<file path="src/rtl/serial_pkg.sv">
// Shared definitions for the serial word transmitter: FSM state encoding
// and a constant-evaluable ceil(log2) used to size the counters.
package serial_pkg;

  typedef enum logic [1:0] {
    IDLE  = 2'd0,
    SHIFT = 2'd1,
    DONE  = 2'd2
  } state_e;

  function automatic int unsigned clog2(input int unsigned value);
    int unsigned result;
    result = 0;
    for (int unsigned v = value - 1; v > 0; v = v >> 1) begin
      result = result + 1;
    end
    return result;
  endfunction

endpackage

</file>
<file path="src/rtl/bit_period_counter.sv">
// Bit-period timing for the serial transmitter: div_cnt paces one bit,
// bit_cnt tracks which bit of the word is on the line.
module bit_period_counter
  import serial_pkg::*;
#(
  parameter int unsigned WIDTH = 16,
  parameter int unsigned DIV   = 2
) (
  input  logic clk,
  input  logic rst_n,
  input  logic enable,
  input  logic clear,
  output logic tick,
  output logic last
);

  localparam int unsigned DIV_W = clog2(DIV + 1);
  localparam int unsigned BIT_W = clog2(WIDTH + 1);
  localparam logic [DIV_W-1:0] DIV_LAST = DIV_W'(DIV - 1);
  localparam logic [BIT_W-1:0] BIT_LAST = BIT_W'(WIDTH - 1);

  logic [DIV_W-1:0] div_cnt_q, div_cnt_d;
  logic [BIT_W-1:0] bit_cnt_q, bit_cnt_d;

  assign tick = (div_cnt_q == DIV_LAST);
  assign last = (bit_cnt_q == BIT_LAST);

  // NOTE: every always_comb output gets a default first, so no path can leave it unassigned and infer a latch.
  always_comb begin
    div_cnt_d = div_cnt_q;
    bit_cnt_d = bit_cnt_q;
    if (clear) begin
      div_cnt_d = '0;
      bit_cnt_d = '0;
    end else if (enable) begin
      if (tick) begin
        div_cnt_d = '0;
        // Terminal bit is followed by a clear, so bit_cnt never exceeds WIDTH.
        bit_cnt_d = bit_cnt_q + 1'b1;
      end else begin
        div_cnt_d = div_cnt_q + 1'b1;
      end
    end
  end

  // NOTE: sequential state uses non-blocking assignments so all registers update together at the edge.
  always_ff @(posedge clk or negedge rst_n) begin
    if (!rst_n) begin
      div_cnt_q <= '0;
      bit_cnt_q <= '0;
    end else begin
      div_cnt_q <= div_cnt_d;
      bit_cnt_q <= bit_cnt_d;
    end
  end

endmodule

</file>
<file path="src/rtl/serial_word_tx.sv">
// Parallel-to-serial word transmitter: shifts a WIDTH-bit word out LSB first,
// one bit per DIV cycles, with a per-bit capture strobe and a done pulse.
module serial_word_tx
  import serial_pkg::*;
#(
  parameter int unsigned WIDTH = 16,
  parameter int unsigned DIV   = 2
) (
  input  logic             clk,
  input  logic             rst_n,
  input  logic [WIDTH-1:0] in,
  input  logic             start,
  output logic             out,
  output logic             load,
  output logic             busy,
  output logic             done
);

  state_e           state_q, state_d;
  logic [WIDTH-1:0] sr_q, sr_d;
  logic             tick, last;
  logic             out_q, out_d;
  logic             load_q, load_d;
  logic             busy_q, busy_d;
  logic             done_q, done_d;

  bit_period_counter #(
    .WIDTH (WIDTH),
    .DIV   (DIV)
  ) u_counter (
    .clk    (clk),
    .rst_n  (rst_n),
    .enable (state_q == SHIFT),
    .clear  (state_q != SHIFT),
    .tick   (tick),
    .last   (last)
  );

  always_ff @(posedge clk or negedge rst_n) begin
    if (!rst_n) begin
      state_q <= IDLE;
    end else begin
      state_q <= state_d;
    end
  end

  always_comb begin
    state_d = state_q;
    case (state_q)
      IDLE:    if (start) state_d = SHIFT;
      SHIFT:   if (tick && last) state_d = DONE;
      DONE:    state_d = IDLE;
      default: state_d = IDLE;
    endcase
  end

  // Outputs are decoded from the current state and then registered, so the
  // pins trail the FSM by one cycle and have no path from the inputs.
  always_comb begin
    out_d  = 1'b0;
    load_d = 1'b0;
    busy_d = 1'b0;
    done_d = 1'b0;
    case (state_q)
      SHIFT: begin
        out_d  = sr_q[0];
        load_d = tick;
        busy_d = 1'b1;
      end
      DONE:    done_d = 1'b1;
      default: ;
    endcase
  end

  always_comb begin
    sr_d = sr_q;
    if (state_q == IDLE && start) begin
      sr_d = in;
    end else if (state_q == SHIFT && tick) begin
      sr_d = {1'b0, sr_q[WIDTH-1:1]};
    end
  end

  // NOTE: the shift register is a data path, but it is reset too so an aborted frame leaves no stale bits behind.
  always_ff @(posedge clk or negedge rst_n) begin
    if (!rst_n) begin
      sr_q   <= '0;
      out_q  <= 1'b0;
      load_q <= 1'b0;
      busy_q <= 1'b0;
      done_q <= 1'b0;
    end else begin
      sr_q   <= sr_d;
      out_q  <= out_d;
      load_q <= load_d;
      busy_q <= busy_d;
      done_q <= done_d;
    end
  end

  assign out  = out_q;
  assign load = load_q;
  assign busy = busy_q;
  assign done = done_q;

endmodule

</file>
<file path="config.mk">
export PLATFORM = sky130hd
export DESIGN_NAME = serial_word_tx
export DESIGN_NICKNAME = d
export VERILOG_FILES = /design/src/rtl/serial_pkg.sv /design/src/rtl/bit_period_counter.sv /design/src/rtl/serial_word_tx.sv
export SDC_FILE = /design/constraint.sdc
export NUM_CORES = 1
export LEC_CHECK = 0
export BUFFER_PORTS_ARGS = -buffer_cell sky130_fd_sc_hd__buf_2
export CELL_PAD_IN_SITES_DETAIL_PLACEMENT = 0
export CELL_PAD_IN_SITES_GLOBAL_PLACEMENT = 1
export CORE_UTILIZATION = 29
export DETAILED_ROUTE_END_ITERATION = 7
export PLACE_DENSITY_LB_ADDON = 0.15
export SLEW_MARGIN = 20
export SYNTH_ARGS = -nofsm -noshare
export SYNTH_HDL_FRONTEND = slang
export SYNTH_HIERARCHICAL = 1
export SYNTH_SLANG_ARGS = --single-unit
export TNS_END_PERCENT = 50
</file>
<file path="constraint.sdc">
create_clock -name clk -period 1.6 [get_ports clk]
set_input_delay 0.16 -clock clk [delete_from_list [all_inputs] [get_ports clk]]
set_output_delay 0.16 -clock clk [all_outputs]
set_load 0.01 [all_outputs]
</file>
==> summary.md <==
| Metric | Value |
|---|---|
| Result of the run | `finished clean` |
| Die footprint | `~5000 um^2` |
| Core outline area | `around 4400 um^2` |
| Post-CTS Hold Buffers | `1` |
| Routability cong. | `slightly below 0.8` |
| TritonCTS clock tree | `done` |
| Fraction of post-synthesis cell area in the top cell type by area | `0.5410` |
| Highest signal layer in the routed design | `met4` |
| Req. time, crit path | `1.80 ns` |
| Final Total Pwr | `around 0.0025 W` |
| LEAKAGE | `~0.76 nW` |
| Number of design rule violations left after detail routing | `0` |
| Sequential-to-total area share from yosys stat | `0.5410` |
| Count of buffers inserted at the top-level ports | `22` |
| Setup repair after global routing missed its margin | `false` |
| Number of vias after detailed routing | `between 1,000 and 1,500` |
| Crit path time final | `1.424 ns` |
| Sequential cell area | `approximately 730 um^2` |
| Share of final-layout standard cells stronger than drive strength 1 | `0.2927` |
| Number of flops mapped to enable cells by yosys | `0` |
| Clock insertion delay at the later pin of the skew report | `between 0.2 and 0.3 ns` |
| Final-report max-slew violation count | `0` |
| Worst slew margin relative to its limit | `0.5550` |
| Top cell types by occurrence after synthesis | `29 x dfrtp_1, 28 x a21oi_1, 22 x nand2_1, 11 x nor2_1, 6 x nor2_2` |
| Cell-by-cell trace of the critical path | `nor2b_1, nand3b_2, or3_1, a21oi_1` |
| Overall die width | `70.01 um` |
| Met2 wire length | `between 1000 and 1500 um` |
| Syn avg cell area | `between 10 and 15 um^2` |
| Height of the die | `~70 um` |
| Synth area leader | `dfrtp_1` |
| Worst hold slack after final layout | `0.07995 ns` |
| Overall track demand over capacity in global routing | `0.1222` |
| Final hold vios | `0` |
| Vias in the first global route | `around 1,000` |
| Routed wire length | `about 2700 um` |
| Mapped Area | `approximately 1300 um^2` |
| Number of antenna-violating nets in the routed design | `0` |
| Post-route clock skew | `0.006560 ns` |
| Met1 WL | `between 1000 and 1500 um` |
| Classification of the worst setup path | `reg2reg` |
| Io pins | `23` |
| Number of antenna diodes | `0` |
| Largest net degree at the start of global routing | `30` |
| Number of nets in the synthesized netlist | `about 150` |
| Initial Util | `0.3039` |
| Cell type of the slowest stage on the worst timing path | `dfrtp_1` |
| H-tree lvl count | `2` |
| Sum of met3 wire segment lengths after detailed routing | `around 140 um` |
| Count of TritonRoute iterations in the first routing pass | `4` |
| Ratio of routed vias to standard cells | `4.653` |
| Tightest Pin Transition | `roughly 0.67 ns` |
| Post-layout net count | `around 180` |
| Floorplan row count | `24` |
| Buffer cell driving the clock tree root | `clkbuf_8` |
| Cells after synthesis | `132` |
| Critical Path Source Type | `flop` |
| Hold Crit Class | `in2reg` |
| Number of register bits inferred by synthesis | `29` |
| Area added between synthesis and finish | `19.22%` |
| Setup Viol. Count Final | `0` |
| Setup Total Neg Slack | `0 ns` |
| Area of the multi-input gates | `approximately 550 um^2` |
| Arrival @ worst endpoint | `between 1.5 and 2 ns` |
| Max-cap check violation count | `0` |
| Yosys warning count | `6` |
| Setup Buffers After CTS | `0` |
| Starting DRT DRC Count | `44` |
| Aggregate global routing overflow | `0` |
| Dominant cells by area after synthesis | `dfrtp_1 54%, a21oi_1 10%, nand2_1 6.2%` |
| Share of async-settable or async-resettable flops after synthesis | `1.000` |
| Most used DFF post-synth | `dfrtp_1` |
| Number of distinct standard cells referenced by the synthesized netlist | `30` |
| Max incr delay on CP | `roughly 0.44 ns` |
| CTS clock-pin slew for the worst setup and hold paths | `roughly 0.06 ns` |
| Most repeated cell in the gate-level netlist after synthesis | `dfrtp_1` |
| Maximum fanout encountered on the critical timing path | `5` |
| Inserted Clock Buffers | `5` |
| Clock sink count | `29` |
| Max Buffers Root-to-Sink | `2` |
| Number of cells upsized or downsized after cts | `0` |
| Critical Path End Type | `flop` |
| Antenna violations before repair | `0` |
| Worst vdd ir | `between 0.7 and 0.8 mV` |
| Average detailed-routed wire length per instance | `around 12 um` |
| Tcrit/Tclk final | `0.8898` |
| Global-route wire length before repair | `roughly 4500 um` |
| Pwr Density | `1588 nW/um^2` |
| Filler Cell Count | `450` |
| Peak Freq | `between 700 and 800 MHz` |
final cells by class:
class	count	share of cell area
sequential	29	0.4538
multi-input combinational	94	0.3427
clock buffer	8	0.05008
inverter	4	0.009390
timing repair buffer	29	0.1033
tap	52	0.04069
worst paths after layout:
| check | start | slack (ns) | to | cells after the start |
|---|---|---|---|---|
| setup / recovery | state_q[1] | 0.18 | u_counter/bit_cnt_q[3] | 4 |
| hold reg to reg | sr_q[1] | 0.51 | sr_q[0] | 2 |
| hold / removal | in[15] | 0.08 | sr_q[15] | 3 |
| max in group asynchronous | rst_n | 0.70 | load | 2 |
| setup reg to reg | state_q[1] | 0.18 | u_counter/bit_cnt_q[3] | 4 |
| min in group asynchronous | rst_n | 0.45 | sr_q[4] | 2 |
kinds of logic after synthesis:
logic type | Yosys count | share of synthesized area
XOR/XNOR | 3 | 0.01959
AND/OR/NAND/NOR | 56 | 0.2398
buffers and inverters | 9 | 0.05037
AO/OA/AOI/OAI | 33 | 0.1306
adder cells (fa/ha/maj) | 2 | 0.01865
flip-flops | 29 | 0.5410
where the power goes:
group,total (W),internal [W],switching [W]
clock network,0.000570,0.000308,0.000262
registers,0.00117,0.00101,0.000161
logic,0.000799,0.000353,0.000445
total,0.00254,0.00167,0.000868
cells in the final DEF, fill, tap and decap left out, types with 2 or more instances in the layout:
cell,instances
dfrtp_1,29
a21oi_1,28
nand2_1,22
buf_2,22
nor2_1,11
nor2_2,6
buf_4,6
clkbuf_8,5
inv_1,3
nand3_2,3
clkbuf_1,3
and2_1,2
a22oi_1,2
xnor2_1,2
a211oi_1,2
ha_1,2
sequential cells by signal (all words and copies together), names as in the netlist:
signal,count
out,1
u_counter/div_cnt_q,2
sr_q,16
load,1
busy,1
u_counter/bit_cnt_q,5
done,1
state_q,2
layer usage:
metal,global-route usage,vias to the layer above
met5,0,-
met2,0.1944,21
met1,0.1434,472
met4,0.07333,0
li1,-,504
met3,0.03896,8
per-stage QoR:
step	setup WS (ns)	instances	area, um^2	utilization
after detailed placement	0.1853	207	1509	0.3418
after floorplan	0.04784	132	1341	-
after CTS	0.1651	216	1599	0.3622
after global routing	0.05507	216	1599	0.3622
final	0.1764	216	1599	0.3622
after global placement	0.2405	207	1509	0.3418
critical path: cells and delay by family (launching register included):
family             cells  cell delay, ns
AOI/OAI and AO/OA      1            0.15
DFF                    1            0.44
and+or+nand+nor        3            0.76
Note: power is estimated with default switching activity, not from simulation.
